**config.mk**
```make
export PLATFORM = sky130hd
export DESIGN_NAME = bit_timing_gen
export DESIGN_NICKNAME = d
export VERILOG_FILES = /design/src/rtl/bit_timing_pkg.sv /design/src/rtl/bit_timing_gen_prescaler.sv /design/src/rtl/bit_timing_gen.sv
export SDC_FILE = /design/constraint.sdc
export NUM_CORES = 1
export LEC_CHECK = 0
export CAP_MARGIN = 20
export CORE_MARGIN = 1.5
export CORE_UTILIZATION = 30
export CTS_CLUSTER_SIZE = 8
export DETAILED_ROUTE_END_ITERATION = 10
export GPL_TIMING_DRIVEN = 1
export HOLD_SLACK_MARGIN = 0.06
export PLACE_DENSITY = 0.59
export REMOVE_ABC_BUFFERS = 1
export SLEW_MARGIN = 20
export SYNTH_ARGS = -nofsm -noshare
export SYNTH_HDL_FRONTEND = slang
export SYNTH_SLANG_ARGS = --single-unit
export TNS_END_PERCENT = 10
```
**constraint.sdc**
```tcl
create_clock -name clk -period 1.6 [get_ports clk]
set_input_delay 0.32 -clock clk [delete_from_list [all_inputs] [get_ports clk]]
set_output_delay 0.32 -clock clk [all_outputs]
set_load 0.005 [all_outputs]
```
**src/rtl/bit_timing_pkg.sv**
```systemverilog
// Shared types and width helpers for the receive bit-timing generator.
package bit_timing_pkg;

  // Frame sequencer states: waiting for a start, or timing a frame.
  typedef enum logic {
    IDLE = 1'b0,
    RUN  = 1'b1
  } state_t;

  // Counter width for a modulus n; never narrower than one bit so that
  // degenerate values (n == 1) still give a legal vector.
  function automatic int cnt_width(input int n);
    return (n > 1) ? $clog2(n) : 1;
  endfunction

  // Mid-bit sample position for a given oversample ratio (MID = OSR/2).
  function automatic int mid_point(input int osr);
    return osr / 2;
  endfunction

endpackage

```
**src/rtl/bit_timing_gen_prescaler.sv**
```systemverilog
// Divide-by-DIV tick generator. The tick is asserted in the cycle whose
// closing edge sees the counter at DIV-1 while enabled; the counter then
// wraps to 0. Shared with the transmit path.
module tick_prescaler
  import bit_timing_pkg::*;
#(
  parameter int DIV = 1
) (
  input  logic clk,
  input  logic rst,
  input  logic clr,
  input  logic en,
  output logic tick
);

  localparam int            CW     = cnt_width(DIV);
  localparam logic [CW-1:0] C_LAST = CW'(DIV - 1);

  logic [CW-1:0] r_cnt;
  logic          w_at_last;

  assign w_at_last = (r_cnt == C_LAST);
  assign tick      = en && w_at_last;

  // Prescale counter: cleared while idle, frozen while disabled.
  always_ff @(posedge clk) begin
    if (rst || clr) begin
      r_cnt <= '0;
    end else if (en) begin
      r_cnt <= w_at_last ? '0 : r_cnt + CW'(1);
    end
  end

endmodule

```
**src/rtl/bit_timing_gen.sv**
```systemverilog
// Oversampled bit timing for the serial receive path: tracks the position
// inside each bit and the bit number inside each frame, and emits
// registered one-cycle strobes at mid-bit, end of bit and end of frame.
//
// Handshake: start is a level sampled at a clock edge and is only acted
// upon while busy is low (state IDLE); there is no ready/ack, busy is the
// only back-pressure. The frameDone cycle already shows busy low, so a
// start held in that cycle begins the next frame at the following edge.
module bit_timing_gen
  import bit_timing_pkg::*;
#(
  parameter  int OSR        = 16,
  parameter  int DIV        = 1,
  parameter  int FRAME_BITS = 10,
  localparam int PW         = cnt_width(OSR),
  localparam int IW         = cnt_width(FRAME_BITS)
) (
  input  logic          clk,
  input  logic          rst,
  input  logic          start,
  input  logic          enable,
  output logic [PW-1:0] bitProgress,
  output logic [IW-1:0] bitIndex,
  output logic          sample,
  output logic          bitDone,
  output logic          frameDone,
  output logic          busy,
  output logic          o_dbg_state
);

  localparam logic [PW-1:0] C_PROG_LAST    = PW'(OSR - 1);
  localparam logic [PW-1:0] C_PROG_PRE_MID = PW'(mid_point(OSR) - 1);
  localparam logic [IW-1:0] C_IDX_LAST     = IW'(FRAME_BITS - 1);

  state_t        r_state;
  state_t        w_state_nxt;
  logic [PW-1:0] r_prog;
  logic [PW-1:0] w_prog_nxt;
  logic [IW-1:0] r_idx;
  logic [IW-1:0] w_idx_nxt;
  logic          r_sample;
  logic          r_bit_done;
  logic          r_frame_done;
  logic          w_sample_nxt;
  logic          w_bit_done_nxt;
  logic          w_frame_done_nxt;
  logic          w_run;
  logic          w_tick;
  logic          w_psc_en;
  logic          w_psc_clr;

  assign w_run     = (r_state == RUN);
  assign w_psc_en  = w_run && enable;
  assign w_psc_clr = !w_run;

  tick_prescaler #(
    .DIV (DIV)
  ) u_prescaler (
    .clk  (clk),
    .rst  (rst),
    .clr  (w_psc_clr),
    .en   (w_psc_en),
    .tick (w_tick)
  );

  // State register.
  always_ff @(posedge clk) begin
    if (rst) begin
      r_state <= IDLE;
    end else begin
      r_state <= w_state_nxt;
    end
  end

  // Next state, next counter values and strobe decode. Strobes are decoded
  // from the tick so they last one cycle regardless of DIV.
  always_comb begin
    w_state_nxt      = r_state;
    w_prog_nxt       = r_prog;
    w_idx_nxt        = r_idx;
    w_sample_nxt     = 1'b0;
    w_bit_done_nxt   = 1'b0;
    w_frame_done_nxt = 1'b0;
    case (r_state)
      IDLE: begin
        w_prog_nxt = '0;
        w_idx_nxt  = '0;
        if (start) begin
          w_state_nxt = RUN;
        end
      end
      RUN: begin
        if (w_tick) begin
          w_sample_nxt = (r_prog == C_PROG_PRE_MID);
          if (r_prog == C_PROG_LAST) begin
            w_prog_nxt     = '0;
            w_bit_done_nxt = 1'b1;
            if (r_idx == C_IDX_LAST) begin
              // Last bit: index returns to 0 in the same cycle as the
              // frame strobe, so FRAME_BITS itself is never shown.
              w_idx_nxt        = '0;
              w_frame_done_nxt = 1'b1;
              w_state_nxt      = IDLE;
            end else begin
              w_idx_nxt = r_idx + IW'(1);
            end
          end else begin
            w_prog_nxt = r_prog + PW'(1);
          end
        end
      end
      default: begin
        w_state_nxt = IDLE;
      end
    endcase
  end

  // Counter and strobe registers.
  always_ff @(posedge clk) begin
    if (rst) begin
      r_prog       <= '0;
      r_idx        <= '0;
      r_sample     <= 1'b0;
      r_bit_done   <= 1'b0;
      r_frame_done <= 1'b0;
    end else begin
      r_prog       <= w_prog_nxt;
      r_idx        <= w_idx_nxt;
      r_sample     <= w_sample_nxt;
      r_bit_done   <= w_bit_done_nxt;
      r_frame_done <= w_frame_done_nxt;
    end
  end

  assign bitProgress = r_prog;
  assign bitIndex    = r_idx;
  assign sample      = r_sample;
  assign bitDone     = r_bit_done;
  assign frameDone   = r_frame_done;
  assign busy        = w_run;
  assign o_dbg_state = r_state;

endmodule

```
==> results of run 1 <==
==> per-layer routing <==
metal  global-route usage  up-vias  wire length [um]
met4               0.0882        0                37
li1                     -      256                 -
met2                0.174       12               480
met1                0.149      208               509
met3               0.0640        4                47
met5                    0        -                 0
==> worst max-delay path: stages (launching register included) <==
cell and delay (ns):
dfxtp_1 0.34, buf_4 0.13, clkdlybuf4s50_1 0.49
==> power by group <==
part	total (mW)	switching, mW	internal [mW]
logic	0.0355	0.0131	0.0224
registers	0.304	0.00276	0.301
clock network	0.247	0.109	0.139
total	0.587	0.124	0.462
==> flip-flops by register name, summed over array words and instances, names as in the netlist <==
name,flops
bitProgress,4
frameDone,1
bitDone,1
bitIndex,4
sample,1
busy,1
==> how the worst max path moves through the flow <==
stage / to / slack, ns / cells past startpoint
3_3_place_gp: bitIndex[2] / -0.03 / 4
3_5_place_dp: bitIndex[2] / -0.05 / 4
6_report: bitProgress[0] / 0.05 / 2
2_1_floorplan: bitIndex[2] / 0.14 / 5
5_1_grt: bitProgress[0] / 0.003 / 2
4_1_cts: bitProgress[3] / 0.02 / 1
==> cell families (layout without fill, tap and decap cells) <==
family                   Yosys count  after routing  synth area share
XOR/XNOR                           1              1            0.0166
flip-flops                        12             12             0.455
multiplexers                       1              1            0.0190
AND/OR/NAND/NOR                   23             23             0.251
buffers and inverters              6             31            0.0521
AO/OA/AOI/OAI                     12             12             0.135
adder cells (fa/ha/maj)            3              3            0.0711
==> placed cells by master, fill, tap and decap left out <==
master           instances
a21oi_1                  6
a311oi_1                 2
a41oi_1                  1
and2_1                   1
and3b_1                  1
and4_1                   1
buf_4                    7
clkbuf_4                 3
clkbuf_8                 1
clkdlybuf4s50_1         16
clkinvlp_2               1
dfxtp_1                  7
dfxtp_2                  5
ha_1                     3
inv_1                    3
mux2i_1                  1
nand2_1                  5
nand2b_1                 2
nand3_1                  2
nand3b_1                 1
nand4_2                  1
nor2_1                   4
nor4_1                   1
o21ai_0                  3
or3_1                    3
or4_1                    1
xnor2_1                  1
==> Yosys cell counts, drive strengths merged (2+ instances only) <==
library cell | instances | area (um2)
nor2 | 4 | 15.0
nand2b | 2 | 12.5
inv | 3 | 11.3
or3 | 3 | 18.8
nand3 | 2 | 10.0
a311oi | 2 | 17.5
ha | 3 | 37.5
o21ai | 3 | 15.0
a21oi | 6 | 30.0
nand2 | 5 | 18.8
dfxtp | 12 | 240
==> final cells by class <==
cell class,instances,area share
multi-input combinational,40,0.329
sequential,12,0.311
timing repair buffer,23,0.269
clock buffer,4,0.0458
tap,16,0.0253
inverter,4,0.0205
==> timing repair <==
item / 4_1_cts / 5_1_grt
resized for setup: 1 / 4
endpoints found under the setup margin: 1 / 4
setup buffers: 0 / 0
==> impl_metrics.csv, run 1 <==
group,metric,value,unit
layout,postLayoutCoreUtil,0.502,
routing,post-route-drc-count,0,
placed_design,post-place-ws,-0.0483,ns
worst_setup_path,reg2regPathDepth,4,
worst_setup_path,crit_path_max_fanout,5,
worst_setup_path,r2r_start,"bitIndex[0]",
sta,worst_hold_slack,0.492,ns
layout,antenna-diode-count,0,
worst_setup_path,crit_start,"bitProgress[0]",
pwr,finalPower,0.587,mW
synth,seq_area_frac_synth,0.455,
worst_hold_path,hold_start,"bitProgress[3]",
layout,final_cells,99,
global_routing,grtUsageTotal,0.126,
placed_design,placed_area,749,um2
synth,synth_edf_count,0,
sta,finalSetupTns,0,ns
run,max-cap-violations,0,
synth,dominantRegCellSynth,"dfxtp_1",
layout,regArea,246,um2
floorplanning,core,1580,um2
worst_setup_path,end_kind,"output pin",
placed_design,numPortBuffers,16,
pwr,powerDensity,741,nW/um2
cts,cts_buffers,3,
sta,finalCritPeriodShare,0.971,
floorplanning,start_util,0.335,
floorplanning,rows,14,
layout,fin_nets,91,
cts,clockBufferDepth,2,
worst_hold_path,whs_path_depth,1,
global_routing,grt_pass1_wl,1.74,mm
sta,layout_min_cycle_time,1.55,ns
floorplanning,io_pins,17,
synth,ys_async_sr_fraction,0,
placed_design,place_inst,95,
global_routing,grt_overflow,0,
routing,dr.pass1.iters,4,
sta,setup_viol,0,
worst_setup_path,crit_type,"flip-flop to output pin",
cts,cts_tree,"yes",
routing,routed_via_density,4.85,
sta,grt_setup_unrepaired,"no",
cts,clk_pin_slew,0.08,ns
worst_setup_path,crit_path_start_kind,"flip-flop",
routing,antenna_left,0,
sta,tightest_slew,0.233,ns
routing,totalWireLength,1.08,mm
global_routing,antenna_found_initial,0,
sta,layout_setup_ws,0.0470,ns
worst_setup_path,reg2reg_to,"bitIndex[2]",
worst_hold_path,worstHoldEndpoint,"sample",
synth,synthCells,58,
cts,clk_latency,0.28,ns
cts,holdBufCountCts,0,
floorplanning,die_y,45.0,um
worst_setup_path,cp.required,1.28,ns
pwr,ir_drop,0.407,mV
global_routing,grt_pass1_vias,410,
status,status,"complete, no violations",
floorplanning,die_w,45.0,um
cts,cts.sink_count,12,
worst_setup_path,critical_path_arrival,1.23,ns
floorplanning,fp.dieArea,2020,um2
layout,drive_above_1_share,0.217,
worst_setup_path,r2r_slack,0.13,ns
layout,area_growth_syn_to_layout,50.0,%
synth,synthesis.area,528,um2
placed_design,place_congestion,0.727,
routing,vias,480,
pwr,power_leakage,0.291,nW
routing,avgRoutedWirePerCell,10.9,um
placed_design,dp_hpwl,769,um
synth,ys.warnings.count,0,
synth,synth_seq_cells,12,
synth,yosysUniqueCellTypes,24,
cts,cts-htree-levels,1,
layout,multi_input_area,260,um2
routing,drt_iter0_drc,10,
cts,cts-root-buf,"clkbuf_4",
layout,fillers,151,
worst_hold_path,hold_class,"flip-flop to flip-flop",
sta,clock_skew,0.00189,ns
global_routing,grt_max_degree,8,
sta,slew_violations,0,
sta,relSlewSlack,0.844,
sta,max_freq,0.644,GHz
layout,finish.instance_area,792,um2
sta,hold_viol_final,0,
synth,syn_avg_cell_area,9.10,um2
Power figures use the tool's default switching activity.
==> run 2: changes to the inputs <==
==> constraint.sdc (replaced) <==
create_clock -name clk -period 1.8 [get_ports clk]
set_input_delay 0.36 -clock clk [delete_from_list [all_inputs] [get_ports clk]]
set_output_delay 0.36 -clock clk [all_outputs]
set_load 0.005 [all_outputs]
==> run 2 against run 1 <==
  * Combinational power down 17%
  * First-iteration DRC count fell by 20%
  * Sequential share of layout area grew 0.93 points
  * Via count shrank 2.7%
  * Final cell count fell by 4.0%
  * Largest cell class unchanged
  * Final area decreased by 5.4%
  * Critical path depth down 1
  * Sequential cell count unchanged
  * Power is 22% lower
  * Core utilization down 2.7 points
==> impl_metrics.csv, run 2 (same netlist as run 1, synthesis figures left out) <==
group,metric,value,unit
cts,cts-root-buf,"clkbuf_4",
sta,max_freq,0.619,GHz
worst_setup_path,cp.required,1.44,ns
worst_setup_path,crit_type,"flip-flop to output pin",
global_routing,grt_max_degree,9,
worst_hold_path,hold_start,"busy",
cts,holdBufCountCts,0,
cts,cts_setup_buffers,0,
layout,layout_commonest_cell,"clkdlybuf4s50_1",
worst_hold_path,hold_class,"flip-flop to flip-flop",
worst_setup_path,crit_buf_inv,1,
worst_setup_path,critical_path_arrival,1.25,ns
routing,antenna_left,0,
placed_design,dp_hpwl,770,um
pwr,power.internal,0.364,mW
worst_setup_path,crit_path_max_fanout,7,
sta,layout_setup_ws,0.185,ns
cts,clk_pin_slew,0.07,ns
sta,clock_skew,0.00187,ns
cts,clockBufferDepth,2,
cts,cts-resized-gates,0,
global_routing,grt_overflow,0,
layout,drive_above_1_share,0.114,
run,max-cap-violations,0,
layout,area_growth_syn_to_layout,41.9,%
placed_design,numPortBuffers,16,
worst_setup_path,path_cells,"clkdlybuf4s50_1",
sta,grt_setup_unrepaired,"no",
floorplanning,die_w,45.0,um
floorplanning,start_util,0.335,
floorplanning,die_y,45.0,um
placed_design,post-place-ws,0.0610,ns
pwr,clkPwrFrac,0.346,
layout,fin_nets,88,
routing,dr.pass1.iters,4,
routing,vias,467,
cts,cts_tree,"yes",
pwr,p_sw,0.0953,mW
placed_design,place_congestion,0.747,
sta,finalCritPeriodShare,0.897,
layout,fillers,157,
worst_setup_path,r2r_slack,0.23,ns
layout,antenna-diode-count,0,
layout,regArea,240,um2
pwr,switching_share,0.207,
global_routing,grt_pass1_vias,378,
cts,cts-htree-levels,1,
floorplanning,core,1580,um2
sta,tightest_slew,0.327,ns
pwr,ir_drop,0.283,mV
cts,cts.sink_count,12,
routing,totalWireLength,1.04,mm
pwr,finalPower,0.459,mW
layout,multi_input_area,260,um2
status,status,"complete, no violations",
global_routing,grt_pass1_wl,1.67,mm
sta,hold_viol_final,0,
routing,post-route-drc-count,0,
sta,worst_hold_slack,0.524,ns
routing,drt_iter0_drc,8,
floorplanning,io_pins,17,
pwr,combPwrFrac,0.064,
pwr,p_seq_frac,0.590,
cts,cts_buffers,3,
worst_hold_path,whs_path_depth,1,
worst_setup_path,r2r_start,"bitIndex[1]",
worst_setup_path,reg2regPathDepth,5,
sta,slew_violations,0,
sta,relSlewSlack,0.782,
worst_setup_path,reg2reg_to,"bitIndex[2]",
worst_setup_path,slowest_delay,0.54,ns
global_routing,grtUsageTotal,0.119,
worst_setup_path,cp_top_family,"buffers and inverters",
worst_setup_path,end_kind,"output pin",
pwr,power_leakage,0.266,nW
routing,avgRoutedWirePerCell,11.0,um
layout,layout_common_cells,"16 x clkdlybuf4s50_1, 12 x dfxtp_1, 6 x a21oi_1",
worst_setup_path,crit_path_start_kind,"flip-flop",
global_routing,antenna_found_initial,0,
worst_hold_path,worstHoldEndpoint,"busy",
cts,clk_latency,0.26,ns
routing,routed_via_density,4.92,
sta,setup_viol,0,
worst_setup_path,cpMaxStageDelayCell,"clkdlybuf4s50_1",
sta,layout_min_cycle_time,1.61,ns
sta,finalSetupTns,0,ns
pwr,powerDensity,613,nW/um2
floorplanning,fp.dieArea,2020,um2
floorplanning,rows,14,
## run 2: cell type report
| cell class | instances | share of cell area |
|---|---|---|
| multi-input cells | 40 | 0.347 |
| flip-flops and latches | 12 | 0.321 |
| repair buffers | 20 | 0.254 |
| clock buffers | 3 | 0.0301 |
| well taps | 16 | 0.0267 |
| inverters | 4 | 0.0217 |
## run 2: worst reg2reg max path, stage by stage (launching register included)
cell and delay [ns]:
dfxtp_1 0.42, inv_1 0.07, ha_1 0.18, and3b_1 0.23
or4_1 0.47, a21oi_1 0.13
## run 2: stage by stage
| step | std cells | cell area, um2 | utilization |
|---|---|---|---|
| 2_1_floorplan | 56 | 517 | - |
| 3_3_place_gp | 92 | 727 | 0.461 |
| 3_5_place_dp | 92 | 727 | 0.461 |
| 4_1_cts | 95 | 749 | 0.475 |
| 5_1_grt | 95 | 749 | 0.475 |
| 6_report | 95 | 749 | 0.475 |
## run 2: routing by layer
metal  track usage  share of wire
met3        0.0480          0.037
met4        0.0706          0.024
met1         0.150           0.52
met5             0              0
met2         0.169           0.42
## run 2: how the worst max path moves through the flow
stage	slack (ns)	start	depth (start not counted)	to
floorplan	0.34	bitIndex[1]	5	bitIndex[2]
global placement	0.11	enable	4	bitIndex[2]
detailed placement	0.06	enable	4	bitIndex[2]
CTS	0.16	bitIndex[0]	1	bitIndex[0]
global route	0.09	bitIndex[0]	1	bitIndex[0]
finish	0.19	bitIndex[0]	1	bitIndex[0]
## run 2: power groups by stage
| stage | clock, mW | combinational (mW) | sequential (mW) |
|---|---|---|---|
| 4_1_cts | 0.169 | 0.0297 | 0.271 |
| 3_3_place_gp | 0 | 0.0296 | 0.277 |
| 6_report | 0.159 | 0.0295 | 0.271 |
| 5_1_grt | 0.183 | 0.0323 | 0.272 |
| 3_5_place_dp | 0 | 0.0295 | 0.277 |
| 2_1_floorplan | 0 | 0.00758 | 0.278 |
==> run 3: changes to the inputs <==
--- a/config.mk
+++ b/config.mk
@@ -5,6 +5,7 @@
 export SDC_FILE = /design/constraint.sdc
 export NUM_CORES = 1
 export LEC_CHECK = 0
+export ABC_AREA = 1
 export CAP_MARGIN = 20
 export CORE_MARGIN = 1.5
 export CORE_UTILIZATION = 30
@@ -12,10 +13,11 @@
 export DETAILED_ROUTE_END_ITERATION = 10
 export GPL_TIMING_DRIVEN = 1
 export HOLD_SLACK_MARGIN = 0.06
-export PLACE_DENSITY = 0.59
+export PLACE_DENSITY = 0.57
 export REMOVE_ABC_BUFFERS = 1
 export SLEW_MARGIN = 20
 export SYNTH_ARGS = -nofsm -noshare
 export SYNTH_HDL_FRONTEND = slang
+export SYNTH_HIERARCHICAL = 1
 export SYNTH_SLANG_ARGS = --single-unit
 export TNS_END_PERCENT = 10
==> run 3 against run 2 <==
  * Sequential share of layout area fell by 3.5 points
  * Final area is 12% higher
  * Register-to-register slack gained 0.28 ns
  * Non-clock buffer count decreased by 2
  * Hold slack got worse by 0.0049 ns
  * Wire length up 23%
  * First-iteration DRC count rose by 110%
  * Core utilization down 4.2 points
  * Critical path depth is the same
  * Combinational power increased by 93%
  * Global-route usage grew 1.4 points
  * Critical path type unchanged
  * Largest cell class unchanged
==> impl_metrics.csv, run 3 <==
group,metric,value,unit
status,status,"complete, no violations",
run,max-cap-violations,0,
placed_design,place_congestion,0.758,
placed_design,dp_hpwl,968,um
synth,synth_edf_count,0,
synth,yosysTopAreaCellShare,0.393,
cts,cts-root-buf,"clkbuf_4",
cts,cts_buffers,3,
layout,area_growth_syn_to_layout,37.7,%
layout,antenna-diode-count,0,
routing,routed_via_density,4.37,
sta,clock_skew,0.00220,ns
worst_setup_path,path_cells,"clkdlybuf4s50_1",
cts,clk_latency,0.27,ns
sta,hold_viol_final,0,
cts,cts-resized-gates,0,
worst_setup_path,crit_type,"flip-flop to output pin",
pwr,power_leakage,0.361,nW
worst_setup_path,crit_start,"bitProgress[3]",
cts,cts_setup_buffers,0,
synth,seq_area_frac_synth,0.393,
worst_setup_path,reg2reg_to,"bitIndex[2]",
sta,finalCritPeriodShare,0.919,
synth,ys_top_cells_by_count,"22 x nand2_1, 12 x dfxtp_1, 10 x inv_1",
worst_setup_path,r2r_slack,0.51,ns
worst_setup_path,cpMaxStageDelayCell,"clkdlybuf4s50_1",
routing,vias,581,
floorplanning,start_util,0.314,
floorplanning,fp.dieArea,2320,um2
sta,setup_viol,0,
synth,ys.warnings.count,6,
worst_hold_path,hold_class,"flip-flop to flip-flop",
global_routing,grt_pass1_wl,2.02,mm
synth,dominantRegCellSynth,"dfxtp_1",
worst_setup_path,cp_top_family,"buffers and inverters",
worst_setup_path,endpoint,"bitProgress[3]",
cts,holdBufCountCts,0,
routing,antenna_left,0,
layout,fin_nets,114,
cts,cts.sink_count,12,
worst_setup_path,cp.required,1.44,ns
routing,totalWireLength,1.29,mm
global_routing,grtUsageTotal,0.132,
worst_setup_path,r2r_start,"busy",
floorplanning,core,1940,um2
sta,finalSetupTns,0,ns
sta,max_freq,0.604,GHz
cts,cts-htree-levels,1,
worst_setup_path,crit_path_max_fanout,7,
worst_setup_path,end_kind,"output pin",
worst_setup_path,crit_path_start_kind,"flip-flop",
global_routing,gr-usage-met1,0.175,
worst_setup_path,crit_buf_inv,1,
global_routing,use_met2,0.181,
routing,dr.pass1.iters,4,
sta,grt_setup_unrepaired,"no",
sta,layout_min_cycle_time,1.65,ns
layout,layout_commonest_cell,"nand2_1",
global_routing,antenna_found_initial,0,
pwr,ir_drop,0.305,mV
synth,yosysUniqueCellTypes,20,
floorplanning,rows,16,
synth,synth_most_common_cell,"nand2_1",
sta,layout_setup_ws,0.145,ns
global_routing,grt_max_degree,8,
synth,synthesis.area,611,um2
worst_setup_path,critical_path_depth,1,
cts,clockBufferDepth,2,
global_routing,grt_overflow,0,
sta,relSlewSlack,0.823,
layout,drive_above_1_share,0.160,
routing,avgRoutedWirePerCell,9.66,um
placed_design,numPortBuffers,16,
worst_setup_path,slowest_delay,0.56,ns
layout,layout_common_cells,"22 x nand2_1, 16 x clkdlybuf4s50_1, 12 x dfxtp_1",
synth,syn_avg_cell_area,7.10,um2
synth,ys_async_sr_fraction,0,
cts,cts_tree,"yes",
sta,tightest_slew,0.265,ns
pwr,powerDensity,643,nW/um2
global_routing,busiest_layer,"met2",
cts,clk_pin_slew,0.07,ns
floorplanning,die_w,48.1,um
global_routing,grt_pass1_vias,486,
sta,slew_violations,0,
routing,drt_iter0_drc,17,
worst_setup_path,critical_path_arrival,1.29,ns
worst_setup_path,reg2regPathDepth,11,
global_routing,met3_usage,0.0407,
floorplanning,io_pins,17,
synth,synth_seq_cells,12,
synth,synthTopCellsByArea,"dfxtp_1 39%, nand2_1 14%, ha_1 6.1%, inv_1 6.1%, nand3_1 5.7%",
synth,yosys.area.top_type,"dfxtp_1",
placed_design,post-place-ws,0.219,ns
routing,post-route-drc-count,0,
floorplanning,die_y,48.1,um
synth,synthCells,86,
[run 3: cell count changes in the layout (fill, tap and decap cells not counted), sizes merged, moves of 2 or more]
cell	previous run	this run
a21oi	6	4
a311oi	2	0
buf	4	2
clkinv	0	2
inv	3	12
nand2	5	26
nand2b	2	0
nand3	2	7
nor2	4	10
nor3	0	2
or3	3	0
[run 3: final cells by class]
class	count	area, um2
inverter	14	55.1
clock buffer	4	36.3
sequential	12	240
tap	27	33.8
fill	199	1100
timing repair buffer	18	175
multi-input combinational	58	300
[run 3: power breakdown]
part | switching [mW] | internal, mW
Sequential | 0.00286 | 0.269
Combinational | 0.0296 | 0.0274
Clock | 0.0896 | 0.123
Total | 0.122 | 0.419
[run 3: through the flow]
stage / cells / utilization / hold WS (ns) / power, mW / area (um2)
2_1_floorplan: 84 / - / 0.429 / 0.306 / 596
3_3_place_gp: 129 / 0.414 / 0.513 / 0.336 / 805
3_5_place_dp: 129 / 0.414 / 0.513 / 0.335 / 805
4_1_cts: 133 / 0.433 / 0.526 / 0.548 / 841
5_1_grt: 133 / 0.433 / 0.556 / 0.571 / 841
6_report: 133 / 0.433 / 0.519 / 0.541 / 841
[run 3: logic make-up after synthesis]
logic type                 after synthesis  synth area share
AOI/OAI and AO/OA                        7            0.0594
adders and majority gates                3            0.0615
and+or+nand+nor                         48             0.371
DFF                                     12             0.393
buffers and inverters                   16             0.115
[run 3: how the worst min path moves through the flow]
stage              startpoint              to  slack (ns)  cells past startpoint
3_3_place_gp      bitIndex[3]     bitIndex[3]        0.51                      2
2_1_floorplan             rst     bitIndex[1]        0.43                      1
3_5_place_dp   bitProgress[0]  bitProgress[0]        0.51                      2
5_1_grt           bitIndex[3]     bitIndex[3]        0.56                      2
4_1_cts        bitProgress[0]  bitProgress[0]        0.53                      2
6_report       bitProgress[0]  bitProgress[0]        0.52                      2
[run 3: routing by layer]
layer  wire (um)  vias up  part of all wire
met5           0        -                 0
met3          59        2             0.046
met1         632      254              0.49
met4          10        0            0.0078
li1            -      309                 -
met2         582       16              0.45
